--- config.mk ---
export PLATFORM = sky130hd
export DESIGN_NAME = fc_layer_stream
export DESIGN_NICKNAME = d
export VERILOG_FILES = /design/src/rtl/fc_layer_stream.sv
export SDC_FILE = /design/constraint.sdc
export NUM_CORES = 2
export LEC_CHECK = 0
export CORE_MARGIN = 2
export CORE_UTILIZATION = 30
export CTS_BUF_LIST = sky130_fd_sc_hd__clkbuf_4 sky130_fd_sc_hd__clkbuf_8
export DETAILED_ROUTE_END_ITERATION = 8
export SYNTH_ARGS = -nofsm -noshare
export SYNTH_HDL_FRONTEND = slang
export SYNTH_SLANG_ARGS = --single-unit
export TNS_END_PERCENT = 10
--- constraint.sdc ---
create_clock -name CLK -period 13.7 [get_ports CLK]
set_clock_uncertainty 0.1 [all_clocks]
set_input_delay 4.11 -clock CLK [delete_from_list [all_inputs] [get_ports CLK]]
set_output_delay 4.11 -clock CLK [all_outputs]
set_load 0.01 [all_outputs]
--- src/rtl/fc_layer_stream.sv ---
// Streaming fully-connected layer: buffers one input vector, then runs one MAC per cycle per neuron
// against an external combinational weight store. Define FC_SATURATE_EN to saturate rather than wrap outputs.
module fc_layer_stream #(
  parameter int NUM_IN    = 49,
  parameter int NUM_OUT   = 10,
  parameter int Datawidth = 16,
  parameter int Frac      = 8,
  parameter int ReLU      = 0,
  localparam int AW = (NUM_OUT * (NUM_IN + 1) > 1) ? $clog2(NUM_OUT * (NUM_IN + 1)) : 1,
  localparam int OW = (NUM_OUT > 1) ? $clog2(NUM_OUT) : 1
) (
  input  logic                        CLK,
  input  logic                        CLR,
  input  logic signed [Datawidth-1:0] In,
  input  logic                        Valid_IN,
  output logic                        Ready_IN,
  output logic [AW-1:0]               Weight_Addr,
  input  logic signed [Datawidth-1:0] Weight_IN,
  output logic signed [Datawidth-1:0] Out,
  output logic [OW-1:0]               Out_Index,
  output logic                        Valid_OUT
);

  localparam int IW   = (NUM_IN > 1) ? $clog2(NUM_IN) : 1;
  localparam int PW   = 2 * Datawidth;
  localparam int ACCW = 2 * Datawidth + $clog2(NUM_IN + 1);

  localparam logic [AW-1:0] STRIDE   = AW'(NUM_IN + 1);
  localparam logic [AW-1:0] BIAS_OFS = AW'(NUM_IN);
  localparam logic [IW-1:0] LAST_I   = IW'(NUM_IN - 1);
  localparam logic [OW-1:0] LAST_O   = OW'(NUM_OUT - 1);

  typedef enum logic [1:0] {LOAD, MAC, BIAS, EMIT} state_t;

  state_t                      state_q, state_d;
  logic [IW-1:0]               k_q, k_d;
  logic [IW-1:0]               i_q, i_d;
  logic [OW-1:0]               o_q, o_d;
  logic [AW-1:0]               base_q, base_d;
  logic signed [ACCW-1:0]      acc_q, acc_d;
  logic signed [Datawidth-1:0] out_q, out_d;
  logic [OW-1:0]               idx_q, idx_d;
  logic signed [Datawidth-1:0] buf_q [NUM_IN];

  logic signed [Datawidth-1:0] sample;
  logic signed [PW-1:0]        prod;
  logic signed [ACCW-1:0]      prod_ext;
  logic signed [ACCW-1:0]      bias_ext;
  logic signed [ACCW-1:0]      acc_fin;
  logic signed [Datawidth-1:0] narrowed;
  logic signed [Datawidth-1:0] post_val;
  logic                        accept;

  assign sample   = buf_q[i_q];
  assign prod     = PW'(sample) * PW'(Weight_IN);
  assign prod_ext = ACCW'(prod);
  // Bias is stored in the same Q format as the samples, so it is aligned to the product scale.
  assign bias_ext = ACCW'(Weight_IN) <<< Frac;
  assign acc_fin  = acc_q + bias_ext;

`ifdef FC_SATURATE_EN
  localparam logic signed [ACCW-1:0] SAT_MAX = {{(ACCW-Datawidth+1){1'b0}}, {(Datawidth-1){1'b1}}};
  localparam logic signed [ACCW-1:0] SAT_MIN = {{(ACCW-Datawidth+1){1'b1}}, {(Datawidth-1){1'b0}}};
  logic signed [ACCW-1:0] acc_shr;

  assign acc_shr = acc_fin >>> Frac;

  always_comb begin
    narrowed = acc_shr[Datawidth-1:0];
    if (acc_shr > SAT_MAX) begin
      narrowed = {1'b0, {(Datawidth-1){1'b1}}};
    end else if (acc_shr < SAT_MIN) begin
      narrowed = {1'b1, {(Datawidth-1){1'b0}}};
    end
  end
`else
  // Low Datawidth bits of (acc >>> Frac), i.e. a wrapping narrow.
  assign narrowed = acc_fin[Frac +: Datawidth];
`endif

  assign post_val = (ReLU != 0 && narrowed[Datawidth-1]) ? '0 : narrowed;

  assign Ready_IN  = (state_q == LOAD) && CLR;
  assign accept    = Ready_IN && Valid_IN;
  assign Valid_OUT = (state_q == EMIT);
  assign Out       = out_q;
  assign Out_Index = idx_q;

  always_comb begin
    state_d     = state_q;
    k_d         = k_q;
    i_d         = i_q;
    o_d         = o_q;
    base_d      = base_q;
    acc_d       = acc_q;
    out_d       = out_q;
    idx_d       = idx_q;
    Weight_Addr = '0;
    case (state_q)
      LOAD: begin
        if (accept) begin
          if (k_q == LAST_I) begin
            state_d = MAC;
            k_d     = '0;
            i_d     = '0;
            o_d     = '0;
            base_d  = '0;
            acc_d   = '0;
          end else begin
            k_d = k_q + 1'b1;
          end
        end
      end
      MAC: begin
        Weight_Addr = base_q + AW'(i_q);
        acc_d       = acc_q + prod_ext;
        if (i_q == LAST_I) begin
          state_d = BIAS;
          i_d     = '0;
        end else begin
          i_d = i_q + 1'b1;
        end
      end
      BIAS: begin
        Weight_Addr = base_q + BIAS_OFS;
        acc_d       = acc_fin;
        out_d       = post_val;
        idx_d       = o_q;
        state_d     = EMIT;
      end
      EMIT: begin
        acc_d = '0;
        i_d   = '0;
        if (o_q != LAST_O) begin
          o_d     = o_q + 1'b1;
          base_d  = base_q + STRIDE;
          state_d = MAC;
        end else begin
          o_d     = '0;
          base_d  = '0;
          state_d = LOAD;
        end
      end
      default: state_d = LOAD;
    endcase
  end

  always_ff @(posedge CLK or negedge CLR) begin
    if (!CLR) begin
      state_q <= LOAD;
      k_q     <= '0;
      i_q     <= '0;
      o_q     <= '0;
      base_q  <= '0;
      acc_q   <= '0;
      out_q   <= '0;
      idx_q   <= '0;
    end else begin
      state_q <= state_d;
      k_q     <= k_d;
      i_q     <= i_d;
      o_q     <= o_d;
      base_q  <= base_d;
      acc_q   <= acc_d;
      out_q   <= out_d;
      idx_q   <= idx_d;
    end
  end

  // Sample buffer is plain storage; its contents are don't-care after reset.
  always_ff @(posedge CLK) begin
    if (accept) begin
      buf_q[k_q] <= In;
    end
  end

endmodule
==> impl_metrics.yaml <==
logic_synthesis:
  synth_top_family_by_area: "adder cells"
  avgSynthCellArea_sq_um: 16.0
  syn_nets: 3008
  ys_warn_count: 0
  synthArstFlopShare_pct: 8.20
  synthSimpleGateAreaFrac_pct: 5.48
  synth_fa_ha_area_share_pct: 13.3
  synth_compound_area_share_pct: 3.32
  synth-seq-area-share_pct: 59.5
  syn_area_sq_mm: 0.0425
  synth-edff-count: 784
  synthXorXnorAreaFrac_pct: 1.31
  yosys_most_used_dff: "edfxtp_1"
  ys_types: 68
  syn_inst: 2649
  synth.area.mux_share_pct: 12.9
  synth-seq-cells: 854
floorplan:
  start_util_pct: 30.1
  coreArea_sq_mm: 0.141
  num_rows: 138
  num_io_pins: 66
  dieHeight_um: 380
  dieArea_sq_mm: 0.145
  die_w_um: 380
placed_design:
  hpwl_um: 66300
  io_buffers: 65
  dpl-instance-area_sq_mm: 0.0455
  place.gp.congestion: 0.838
  dp_slack_ns: 2.56
  placed_cells: 4549
sta:
  finalCritPeriodShare_pct: 75.3
  min_period_ns: 10.32
  hold_viol_final: 0
  setup_viol: 0
  layout_setup_ws_ns: 3.38
  max_freq_mhz: 96.9
  fin_setup_tns_ns: 0
  drv_slew: 0
  worst_slew_pin_slew_ns: 1.21
  rsz0062_at_grt: "false"
  slew_headroom_pct: 19.2
clocking:
  numCtsBuffers: 134
  post_cts_buffers: 0
  cts_tree: "done"
  h-tree-depth: 4
  cts_resized: 0
  clock_sinks: 854
  path_clk_slew_ns: 0.07
  cts_buffer_depth: 3
  clk_latency_ns: 0.82
  clockRootBuffer: "clkbuf_8"
  cts_hold_buffers: 0
layout:
  seq_area_sq_mm: 0.0253
  final_cell_mix: "784 x edfxtp_1, 325 x inv_1, 228 x mux4_2"
  multiInputGateArea_sq_mm: 0.0155
  fin_area_sq_mm: 0.0481
  layout.nets: 3154
  fillCellCount: 13500
  instances_no_fill: 4774
  drive_gt1_share_pct: 20.2
  layout_commonest_cell: "edfxtp_1"
  area_delta_synth_final_pct: 13.1
critical_path:
  slowest_delay_ns: 1.10
  worst_setup_path_start_kind: "input pin"
  cp.arrival_ns: 10.98
  cp-end-kind: "flip-flop"
  crit_fanout: 18
  worstSetupPathType: "input pin to flip-flop"
  crit_path_frequent_cell: "fa_1"
  required_ns: 14.36
  crit_path_top_delay_cell: "clkdlybuf4s50_1"
  path_cells: "clkdlybuf4s50_1 -> nand2_1 -> fa_1 -> inv_1 -> fa_1 -> inv_1 -> fa_1 -> fa_1 -> fa_1 -> fa_1 -> xor2_1 -> xnor2_1 -> xnor2_1 -> xnor2_1 -> xnor2_1 -> xnor2_1 -> xnor3_1 -> or4_1 -> o211ai_2 -> o22a_1"
power_and_ir_drop:
  cellPowerDensity_mw_per_mm2: 178
  peakVddDrop_v: 0.000282
  total_power_mw: 8.55
  p_leak_nw: 17.2
global_routing:
  track_usage_pct: 14.9
  grt-ovfl-total: 0
  antenna_found_initial: 6
  grt_max_degree: 111
  grt_pass1_wl_um: 160000
  grt_pass1_vias: 24300
drt:
  drtAntennaViolNets: 0
  avgRoutedWirePerCell_um: 22.3
  first_iter_violations: 2054
  vias_per_cell: 4.82
  first_pass_iters: 6
  routed_wl_um: 107000
  drc: 0
  vias: 23000
flow_run:
  maxCapViolCount: 0
outcome:
  status: "finished, final reports clean"
hold_path:
  hold_path_class: "flip-flop to flip-flop"
==> layer usage <==
layer | vias to the layer above | routed length [um] | GRT usage, %
met2 | 768 | 52200 | 24.7
met3 | 165 | 7880 | 3.55
met4 | 0 | 2460 | 4.25
li1 | 9944 | - | -
met5 | - | 0 | 0
met1 | 12100 | 44200 | 19.5
==> registers in the layout (all words and copies together), names as in the netlist <==
signal and flops:
state_q 2, Out_Index 4, acc_q 24, k_q 6, buf_q 784, i_q 6, o_q 4, Out 16
base_q 8
==> stage by stage <==
step | utilization, % | hold WS, ns
2_1_floorplan | - | 0.345
3_3_place_gp | 32.3 | 0.357
3_5_place_dp | 32.3 | 0.368
4_1_cts | 34.1 | 0.381
5_1_grt | 34.1 | 0.412
6_report | 34.1 | 0.381
==> worst max-delay path, delay by kind of cell <==
family | cells | cell delay, ns
adders and majority gates | 6 | 3.09
AOI/OAI and AO/OA | 2 | 0.24
xor gates and xnor gates | 7 | 1.39
and+or+nand+nor | 2 | 0.82
buffers and inverters | 3 | 1.31
==> final timing paths <==
path / from / to / slack [ns] / depth (start not counted)
max: Weight_IN[1] / acc_q[23] / 3.38 / 20
max in group asynchronous: CLR / i_q[2] / 9.15 / 2
min in group asynchronous: CLR / acc_q[6] / 3.13 / 1
max reg2reg: i_q[0] / acc_q[23] / 3.95 / 28
min reg2reg: acc_q[1] / acc_q[1] / 0.38 / 2
min: acc_q[1] / acc_q[1] / 0.38 / 2
==> power breakdown <==
part           internal [mW]  switching (mW)  leakage [nW]  total, mW
combinational           1.54            1.88          7.99       3.42
sequential              2.96          0.0578          7.86       3.01
clock                   1.09            1.03          1.33       2.12
==> kinds of logic after synthesis <==
kind of cell,after synthesis
flip-flops,854
AND/OR/NAND/NOR,493
buffers and inverters,444
adder cells (fa/ha/maj),324
multiplexers,257
AO/OA/AOI/OAI,215
XOR/XNOR,61
other,1
==> synthesized netlist by cell type, drive strengths merged, types with 11 or more instances <==
master  count  share of area [%]
nand3      27               0.32
a21o       11               0.19
edfxtp    784                 55
ha        113                3.3
dfrtp      70                4.1
inv       328                2.9
a22oi      26               0.46
nor3       15               0.18
a21oi      54               0.64
nor2b      11               0.16
o21bai     11               0.19
nor2      102               0.90
and2      113                1.7
xor2       16               0.35
fa        211                9.9
nand2     187                1.7
clkbuf     67               0.59
mux4      231                 12
buf        48               0.63
xnor2      44               0.91
mux2       17               0.45
o31ai      12               0.21
o21ai      48               0.57
==> final cells by class <==
class | count | area share [%]
antenna | 1 | 0.00521
clock buffer | 176 | 4.55
clock inverter | 48 | 0.760
inverter | 329 | 2.57
multi-input combinational | 1351 | 32.3
sequential | 854 | 52.7
tap | 1890 | 4.92
timing repair buffer | 125 | 2.20
Power figures use the tool's default switching activity.
